`src/rtl/branch_ctrl.sv`:
```
// branch_ctrl -- resolves one conditional branch at a time for decode.
//
// Accepts a branch over a valid/ready handshake and holds it until its
// operands have been forwarded. It then drives the external condition
// comparator for one cycle and samples its z flag. A taken branch produces a
// one-cycle redirect followed by a flush of FLUSH_CYCLES cycles. Saturating
// counters track resolved and taken branches.
//
// Ports:
//   clk, rst          clock, synchronous active-high reset
//   br_valid/ready    branch handshake from decode (ready only when idle)
//   br_op             condition code (ALU_* encoding below)
//   br_opa, br_opb    signed operands, valid when br_ops_ready is high
//   br_ops_ready      operands hold forwarded values this cycle
//   br_target         branch target PC
//   br_kill           squash of the in-flight branch from a later stage
//   cond_op/opa/opb   latched branch, driven to the comparator
//   cond_z            comparator result (combinational from cond_*)
//   stall             hold decode while a branch is in flight
//   redirect_valid    one-cycle pulse: fetch loads redirect_pc
//   redirect_pc       target of the last taken branch
//   flush             squash younger instructions
//   br_count          resolved branches, saturating
//   taken_count       taken branches, saturating

module branch_ctrl #(
  parameter int FLUSH_CYCLES = 2,
  parameter int CNT_W        = 16
) (
  input  logic             clk,
  input  logic             rst,
  input  logic             br_valid,
  output logic             br_ready,
  input  logic [3:0]       br_op,
  input  logic [31:0]      br_opa,
  input  logic [31:0]      br_opb,
  input  logic             br_ops_ready,
  input  logic [31:0]      br_target,
  input  logic             br_kill,
  output logic [3:0]       cond_op,
  output logic [31:0]      cond_opa,
  output logic [31:0]      cond_opb,
  input  logic             cond_z,
  output logic             stall,
  output logic             redirect_valid,
  output logic [31:0]      redirect_pc,
  output logic             flush,
  output logic [CNT_W-1:0] br_count,
  output logic [CNT_W-1:0] taken_count
);

  // Condition-code encodings shared with the comparator.
  localparam logic [3:0] ALU_T   = 4'd6;
  localparam logic [3:0] ALU_F   = 4'd7;
  localparam logic [3:0] ALU_EQ  = 4'd8;
  localparam logic [3:0] ALU_NE  = 4'd9;
  localparam logic [3:0] ALU_LT  = 4'd10;
  localparam logic [3:0] ALU_GE  = 4'd11;
  localparam logic [3:0] ALU_LTZ = 4'd12;
  localparam logic [3:0] ALU_GEZ = 4'd13;
  localparam logic [3:0] ALU_GTZ = 4'd14;
  localparam logic [3:0] ALU_LEZ = 4'd15;

  // Flush counter is loaded with the number of flush cycles still to go
  // after the current one.
  localparam logic [3:0] FLUSH_LAST = 4'(FLUSH_CYCLES - 1);
  localparam logic [CNT_W-1:0] CNT_MAX = {CNT_W{1'b1}};

  typedef enum logic [1:0] {
    S_IDLE  = 2'd0,
    S_WAIT  = 2'd1,
    S_EVAL  = 2'd2,
    S_FLUSH = 2'd3
  } state_t;

  state_t           state_reg;
  logic [3:0]       op_reg;
  logic [31:0]      opa_reg;
  logic [31:0]      opb_reg;
  logic [31:0]      target_reg;
  logic [31:0]      redirect_pc_reg;
  logic             redirect_valid_reg;
  logic             flush_reg;
  logic [3:0]       flush_cnt_reg;
  logic [CNT_W-1:0] br_count_reg;
  logic [CNT_W-1:0] taken_count_reg;
  logic             taken;

  // Unconditional codes override the comparator; everything else (including
  // undefined codes, for which the comparator reports 0) follows cond_z.
  always_comb begin
    taken = cond_z;
    case (op_reg)
      ALU_T:   taken = 1'b1;
      ALU_F:   taken = 1'b0;
      default: taken = cond_z;
    endcase
  end

  always_ff @(posedge clk) begin
    if (rst) begin
      state_reg          <= S_IDLE;
      op_reg             <= '0;
      opa_reg            <= '0;
      opb_reg            <= '0;
      target_reg         <= '0;
      redirect_pc_reg    <= '0;
      redirect_valid_reg <= 1'b0;
      flush_reg          <= 1'b0;
      flush_cnt_reg      <= '0;
      br_count_reg       <= '0;
      taken_count_reg    <= '0;
    end else begin
      case (state_reg)
        S_IDLE: begin
          if (br_valid) begin
            op_reg     <= br_op;
            target_reg <= br_target;
            if (br_ops_ready) begin
              opa_reg   <= br_opa;
              opb_reg   <= br_opb;
              state_reg <= S_EVAL;
            end else begin
              state_reg <= S_WAIT;
            end
          end
        end

        S_WAIT: begin
          // A kill abandons the branch even if operands arrive this cycle.
          if (br_kill) begin
            state_reg <= S_IDLE;
          end else if (br_ops_ready) begin
            opa_reg   <= br_opa;
            opb_reg   <= br_opb;
            state_reg <= S_EVAL;
          end
        end

        S_EVAL: begin
          // Kill takes priority over resolution: no counters, no redirect.
          if (br_kill) begin
            state_reg <= S_IDLE;
          end else begin
            if (br_count_reg != CNT_MAX) begin
              br_count_reg <= br_count_reg + CNT_W'(1);
            end
            if (taken) begin
              if (taken_count_reg != CNT_MAX) begin
                taken_count_reg <= taken_count_reg + CNT_W'(1);
              end
              redirect_pc_reg    <= target_reg;
              redirect_valid_reg <= 1'b1;
              flush_reg          <= 1'b1;
              flush_cnt_reg      <= FLUSH_LAST;
              state_reg          <= S_FLUSH;
            end else begin
              state_reg <= S_IDLE;
            end
          end
        end

        S_FLUSH: begin
          // Redirect is only valid in the first flush cycle.
          redirect_valid_reg <= 1'b0;
          if (flush_cnt_reg == 4'd0) begin
            flush_reg <= 1'b0;
            state_reg <= S_IDLE;
          end else begin
            flush_cnt_reg <= flush_cnt_reg - 4'd1;
          end
        end

        default: state_reg <= S_IDLE;
      endcase
    end
  end

  assign br_ready       = (state_reg == S_IDLE);
  assign stall          = (state_reg != S_IDLE);
  assign cond_op        = op_reg;
  assign cond_opa       = opa_reg;
  assign cond_opb       = opb_reg;
  assign redirect_valid = redirect_valid_reg;
  assign redirect_pc    = redirect_pc_reg;
  assign flush          = flush_reg;
  assign br_count       = br_count_reg;
  assign taken_count    = taken_count_reg;

  // Encodings evaluated by the external comparator only; listed here so the
  // full code map lives next to the overrides above.
  logic unused_codes;
  assign unused_codes = ^{ALU_EQ, ALU_NE, ALU_LT, ALU_GE, ALU_LTZ, ALU_GEZ, ALU_GTZ, ALU_LEZ};

endmodule

```
`config.mk`:
```
export PLATFORM = sky130hd
export DESIGN_NAME = branch_ctrl
export DESIGN_NICKNAME = d
export VERILOG_FILES = /design/src/rtl/branch_ctrl.sv
export SDC_FILE = /design/constraint.sdc
export NUM_CORES = 1
export LEC_CHECK = 0
export ABC_AREA = 1
export ABC_CLOCK_PERIOD_IN_PS = 1600
export BUFFER_PORTS_ARGS = -buffer_cell sky130_fd_sc_hd__clkbuf_2
export CORE_UTILIZATION = 45
export DETAILED_ROUTE_END_ITERATION = 16
export PLACE_DENSITY = 0.82
export SLEW_MARGIN = 20
export SYNTH_ARGS = -nofsm -noshare
export SYNTH_HDL_FRONTEND = slang
export SYNTH_SLANG_ARGS = --single-unit
```
`constraint.sdc`:
```
create_clock -name clk -period 1.6 [get_ports clk]
set_input_delay 0.16 -clock clk [delete_from_list [all_inputs] [get_ports clk]]
set_output_delay 0.16 -clock clk [all_outputs]
set_load 0.005 [all_outputs]
```
-- Word level (Yosys, flattened, before mapping)
Cells that the tools add are included.
- $add $sub $neg: 3
- $mul: 0
- divide/modulo/power cells: 0
- magnitude comparators: 0
- equal/unequal tests: 14
- shifts and indexed selects: 0
- multiplexer cells: 26
- bitwise gates (word level): 1
- reduce and logical (&&, ||, !) cells: 14
- operators with widths (operator ; number):
    $mux W32 ; 6
    $pmux W32 S2 ; 2
    $add A16 B1 Y16 const B ; 2
    $ne A16 B16 Y1 const B ; 2
    $reduce_and A3 Y1 ; 5
    $mux W2 ; 7
    $mux W4 ; 3
    $ne A2 B2 Y1 const B ; 6
    $reduce_and A4 Y1 ; 3
    $eq A4 B3 Y1 const B ; 2
    $pmux W2 S4 ; 1
    $pmux W4 S2 ; 1
    $pmux W1 S2 ; 3
    $reduce_bool A2 Y1 ; 3
    $eq A2 B2 Y1 const B ; 2
    $logic_not A4 Y1 ; 1
    $sub A4 B1 Y4 const B ; 1
    $mux W1 ; 3
    $ne A3 B3 Y1 const B ; 1
    $eq A2 B1 Y1 const B ; 1
    $logic_not A2 Y1 ; 1
    $reduce_and A2 Y1 ; 1
    $not A1 Y1 ; 1
- register bits after elaboration: 172
- bits in latches: 0
- RAM bits: 0
- ROM bits: 0
- bits of input ports: 106
- output and inout bits: 136
- word-level logic and storage cells: 69
- memories kept: 0

-- Depth between registers and ports, before layout
Gate-level depths: netlist (run 1).
- depth in word-level cells: 5
- mapped depth: 10
- gate-level depth less buffers: 9

-- Worst setup path after synthesis (run 1)
No wires, ideal clock.
- kind: register to register
- start: register taken_count_reg[0] (netlist: taken_count[0])
- end: register taken_count_reg[0] (netlist: taken_count[0])
- setup time: 116 ps
- data arrival time: 1438 ps
- required time: 1484 ps
- setup slack: 46 ps
- cell stages (with the launch flop): 9
- buffers on the path: 0
- period minus slack after synthesis: 1554 ps
- cells stage by stage: dfxtp_1 > ha_1 > nand2_2 > nor2_1 > nand3_1 > nor2_1 > nor2_4 > nor2_1 > nor2_1
- cells in the longest elaborated chain, start to end: 2
- elaborated cells on any way between the ends: 3
- ends and longest elaborated chain (what ; line ; RTL):
    start: declaration ; 86 ; logic [CNT_W-1:0] taken_count_reg;
    start signal: assignment ; 150 ; taken_count_reg <= taken_count_reg + CNT_W'(1);
    branches (longest 2 deep; another with $add A16 B1 Y16) ; - ;
Several ways; the timed one is not identified.
A chain may end at the register's enable or synchronous reset.

-- Worst setup path in the final report (run 1)
Same ends and word-level chain as after synthesis.

==> flow_summary.ini, run 1 <==
[routing]
viasPerCell = 4.95
drc = 0
ant_nets = 0
via_count = 7602
firstDrtPassIters = 6
post_drt_wl_per_cell_um = 14.2
first_iter_violations = 521
wl_um = 21800

[clock_network]
htree_levels = 4
clk_path_buf_depth = 2
cts_buffers = 17
cts_root_buf = clkbuf_16
cts.sink_count = 172
cts_tree = done
clk_pin_slew_ns = 0.07
worstSkewPairLatency_ns = 0.43

[global_route]
grt_usage_pct = 26.0
grt_pass1_vias = 7031
grt_pass1_wl_um = 33400
grt_max_degree = 64
globalRoute.totalOverflow = 0
antenna_found_initial = 0

[cells_and_area]
nFillCells = 1251
synthToLayoutAreaGrowth_pct = 42.9
finish.utilization_pct = 66.5
layout.nets = 1422
seq_area_um2 = 3450
final_cell_area_um2 = 10200
drive_above_1_share_pct = 28.7
multi_input_area_um2 = 3060
num_antenna_cells = 0

[synth]
yosysUniqueCellTypes = 31
synth_area_per_cell_um2 = 7.26
synthTopCellsByArea = dfxtp_1, nand2_1, a21oi_1
netlist_instances = 982
yosysTopAreaCellShare_pct = 48.3
ys_ff_latch = 172
ys_warn_count = 0
synth_area_um2 = 7130
syn_nets = 1092
yosysTopAreaCell = dfxtp_1
ys_seq_area_share_pct = 48.3

[timing]
skew_ns = 0.0112
relSlewSlack_pct = 70.1
post-route-period-util_pct = 96.2
max_freq_mhz = 650
hold_violations = 0
worst_pin_slew_ns = 0.448
final.min_clock_period_ns = 1.54
setup_violations = 0
slew_violations = 0

[floorplanning]
die_w_um = 128
die-area_um2 = 16400
ios = 242
initial_core_util_pct = 46.6
die_y_um = 128
num_rows = 45
fp.coreArea_um2 = 15300

[power_and_ir_drop]
seq_power_share_pct = 44.2
p_leak_nw = 4.53
p_clk_share_pct = 39.1
p_sw_share_pct = 27.4
ir_drop_v = 0.00104
intPower_mw = 8.02
pwr-share-comb_pct = 16.6
p_switching_mw = 3.03
p_per_area_nw_per_um2 = 1090

[placement]
numPortBuffers = 241
hpwl_um = 14100
placed_area_um2 = 8870
routabilityCongestion = 0.924

[worst_setup_path]
critPathCaptureType = register
cp.required_ns = 1.91
cp_max_fo = 4
reg2reg_from = taken_count[0]$_SDFFE_PP0P_
crit_path_start_kind = register
crit_arrival_ns = 1.85
crit_start = taken_count[0]$_SDFFE_PP0P_
crit_type = reg -> reg

[run]
drv_cap = 0

[worst_hold_path]
hold_path_class = in -> reg
hold_start = br_op[1]

[run_status]
status = finished, final reports clean
==> layout make-up <==
type	count	share of cell area (%)
Sequential cell	172	33.8
Multi-Input combinational cell	647	30.0
Timing Repair Buffer	360	23.2
Clock buffer	18	4.31
Inverter	114	4.20
Tap cell	211	2.59
Clock inverter	14	1.79
==> timing repair <==
item | 4_1_cts | 5_1_grt
hold buffers | 50 | 1
endpoints found under the hold margin | 50 | 1
setup buffers | 0 | 8
setup endpoints to repair | 0 | 53
resized for setup | 0 | 20
==> power groups by stage <==
stage                     Combinational (mW)  Sequential (mW)  Clock, mW
final                                   1.84             4.89       4.33
after global routing                    2.03             4.94       4.58
after CTS                               1.71             4.88       4.39
after detailed placement                1.61             4.97          0
after global placement                  1.58             4.95          0
after floorplan                        0.897             4.97          0
==> synth_stat cells <==
library cell	n
nand2_1	196
dfxtp_1	172
nor2_1	130
a21oi_1	123
inv_1	107
o21ai_1	74
o21ai_0	38
nand3_1	35
clkbuf_1	19
buf_2	17
nand4_1	14
buf_4	7
xor2_1	7
inv_2	6
a21oi_2	5
buf_6	4
ha_1	4
nor2_4	4
buf_1	3
nand3b_1	3
nor2_2	3
o21bai_1	2
clkinv_1	1
nand2_2	1
nand2_4	1
nand3_2	1
nand4_4	1
nor3_1	1
o21a_1	1
or2_2	1
xnor2_1	1
==> per-layer routing <==
metal / routed length [um] / GRT usage, %
met1: 8590 / 29.6
met2: 10800 / 45.6
met3: 1760 / 7.97
met4: 670 / 9.90
met5: 0 / 0
==> placed cells by master (no fill, tap or decap), types with 3 or more instances in the layout <==
cell	count
nand3_1	35
inv_6	3
dlygate4sd3_1	51
inv_1	106
ha_1	3
xor2_1	7
clkinv_4	3
bufinv_16	3
clkbuf_2	241
clkbuf_16	19
nand3b_1	3
nand4_1	14
nor2_1	126
o21ai_1	73
nor2_4	6
dfxtp_2	4
nand2_1	193
nand2_2	4
a21oi_1	123
inv_2	8
buf_12	6
buf_4	57
a21oi_2	5
o21ai_0	38
nor2_2	6
dfxtp_1	168
==> kinds of logic (layout without fill, tap and decap cells) <==
kind of cell,count (synthesis),after routing,share of synthesized area (%)
adder cells (fa/ha/maj),4,4,0.702
XOR/XNOR,8,8,0.982
AND/OR/NAND/NOR,391,392,22.9
buffers and inverters,164,506,9.72
AO/OA/AOI/OAI,243,243,17.4
flip-flops,172,172,48.3
==> final timing paths <==
kind / cells after the start / slack, ns / endpoint
worst max-delay path: 8 / 0.06 / taken_count[0]$_SDFFE_PP0P_
worst min-delay path: 3 / 0.003 / cond_op[1]$_SDFFE_PP0P_
worst max register to register: 8 / 0.06 / taken_count[0]$_SDFFE_PP0P_
worst min register to register: 2 / 0.44 / cond_opb[24]$_SDFFE_PP0P_
==> metrics by stage <==
stage | power (mW) | setup WS [ns] | hold slack (ns) | TNS (ns) | instances
2_1_floorplan | 5.87 | 0.0459 | 0.309 | 0 | 982
3_3_place_gp | 6.53 | 0.104 | 0.399 | 0 | 1442
3_5_place_dp | 6.58 | 0.0531 | 0.403 | 0 | 1442
4_1_cts | 11.0 | 0.0130 | 0.000462 | 0 | 1524
5_1_grt | 11.6 | -0.0553 | 0.00409 | -0.293 | 1536
6_report | 11.1 | 0.0614 | 0.00308 | 0 | 1536
==> critical path, cell delays in order (launching register included) <==
cell and delay, ns:
dfxtp_1 0.34, ha_1 0.19, nand2_2 0.10, nor2_2 0.21, nand3_1 0.16, nor2_4 0.18
nor2_2 0.10, nor2_1 0.09, nor2_1 0.05
No activity file was read; power rests on OpenSTA's default activity.
==> run 2: changes to the inputs <==
CELL_PAD_IN_SITES_DETAIL_PLACEMENT = 1   (was default)
CELL_PAD_IN_SITES_GLOBAL_PLACEMENT = 2   (was default)
CORE_UTILIZATION = 24   (was 45)
HOLD_SLACK_MARGIN = 0.03   (was default)
PLACE_DENSITY = 0.81   (was 0.82)
==> flow_summary.ini, run 2 (synthesized netlist as in run 1, its figures left out) <==
[placement]
placed_area_um2 = 9220
numPortBuffers = 241
dp_cells = 1626
hpwl_um = 18300
routabilityCongestion = 0.794

[cells_and_area]
seq_area_um2 = 3450
drive_above_1_share_pct = 28.3
final_cell_area_um2 = 10900
final_common_cell = clkbuf_2
layout.nets = 1469
fin_cells = 1756
multi_input_area_um2 = 3070
synthToLayoutAreaGrowth_pct = 52.2
num_antenna_cells = 0
nFillCells = 3582
mostFrequentLayoutCells = clkbuf_2, nand2_1, dfxtp_1

[routing]
first_iter_violations = 270
wl_um = 26400
drc = 0
viasPerCell = 4.39
ant_nets = 0
firstDrtPassIters = 4
post_drt_wl_per_cell_um = 15.0
via_count = 7707

[global_route]
grt.busiest_layer = met2
met1_usage_pct = 21.2
grt_util_met2_pct = 28.6
grt_pass1_vias = 7954
globalRoute.totalOverflow = 0
use_met3_pct = 5.25
grt_pass1_wl_um = 42000
antenna_found_initial = 1
grt_usage_pct = 17.4
grt_max_degree = 74

[clock_network]
clk_path_buf_depth = 2
cts_buffers = 17
cts.sink_count = 172
htree_levels = 4
cts_tree = done
clk_pin_slew_ns = 0.08
cts_root_buf = clkbuf_16
worstSkewPairLatency_ns = 0.43

[timing]
hold_violations = 0
slew_violations = 0
setup_violations = 0
max_freq_mhz = 661
skew_ns = 0.0208
relSlewSlack_pct = 70.9
final.min_clock_period_ns = 1.51
worst_pin_slew_ns = 0.437
post-route-period-util_pct = 94.5

[worst_setup_path]
crit_path_start_kind = register
critical_path.most_common_cell = nor2_4
crit_arrival_ns = 1.84
crit_type = reg -> reg
critPathCaptureType = register
cp_max_fo = 5
cpMaxStageDelayCell = dfxtp_1
critPathMaxStageDelay_ns = 0.35
path_cells = ha_2, nand2_2, nor2_4, nand3_2, nor2_4, nor2_4, buf_4, nor2_1, nor2_1
cp.required_ns = 1.92

[floorplanning]
die-area_um2 = 30400
fp.coreArea_um2 = 28900
num_rows = 62
die_y_um = 174
ios = 242
die_w_um = 174
initial_core_util_pct = 24.6

[run]
drv_cap = 0

[run_status]
status = finished, final reports clean

[power_and_ir_drop]
p_per_area_nw_per_um2 = 1020
p_leak_nw = 4.71
ir_drop_v = 0.000573

[worst_hold_path]
hold_path_class = in -> reg
## run 2: cell count changes in the layout (fill, tap and decap cells not counted), sizes merged
cell / delta
clkbuf: -3
dlygate4sd3: +43
buf: +6
clkinv: +5
inv: -2
clkinvlp: +1
bufinv: -3
## run 2: area by class of cell
cell class              count  share of cell area, %
flip-flops and latches    172                   31.8
repair buffers            407                   26.0
clock inverters            15                   1.64
multi-input cells         647                   28.3
clock buffers              17                   3.92
well taps                 384                   4.43
inverters                 114                   3.95
## run 2: metal layers
metal	up-vias	wire, um
met1	3562	11700
met2	211	12300
met4	2	615
met5	-	10
li1	3896	-
met3	36	1730
## run 2: power by group
part           switching (mW)  internal, mW  leakage (nW)
Clock                    2.13          2.11         0.286
Sequential              0.222          4.67          1.41
Combinational            1.08         0.885          3.02
Total                    3.43          7.66          4.71
## run 2: repair_timing
item | 4_1_cts | 5_1_grt
hold endpoints to repair | 94 | 0
hold buffers | 94 | 0
setup buffers | 0 | 3
resized for setup | 0 | 22
setup endpoints to repair | 0 | 101
## run 2: final timing paths
check / cells after the start / start / to / slack (ns)
max: 9 / taken_count[0]$_SDFFE_PP0P_ / taken_count[1]$_SDFFE_PP0P_ / 0.09
min: 3 / br_op[3] / cond_op[3]$_SDFFE_PP0P_ / 0.04
max reg2reg: 9 / taken_count[0]$_SDFFE_PP0P_ / taken_count[1]$_SDFFE_PP0P_ / 0.09
min reg2reg: 2 / cond_opb[10]$_SDFFE_PP0P_ / cond_opb[10]$_SDFFE_PP0P_ / 0.45
## run 2: per-stage QoR
stage                     hold slack, ns  worst slack (ns)  TNS, ns  power [mW]  utilization (%)
after global routing              0.0437           -0.0105  -0.0263        11.7             37.5
after CTS                         0.0303            0.0139        0        11.2             37.2
after detailed placement           0.411            0.0367        0        6.75             31.9
final                             0.0367            0.0882        0        11.1             37.5
after floorplan                    0.309            0.0459        0        5.87                -
after global placement             0.397            0.0928        0        6.70             31.9
## run 2: worst max-delay path: cells and delay by family (launching register included)
family,cells,cell delay [ns]
buffers and inverters,1,0.13
adders and majority gates,1,0.20
DFF,1,0.35
and+or+nand+nor,7,0.72
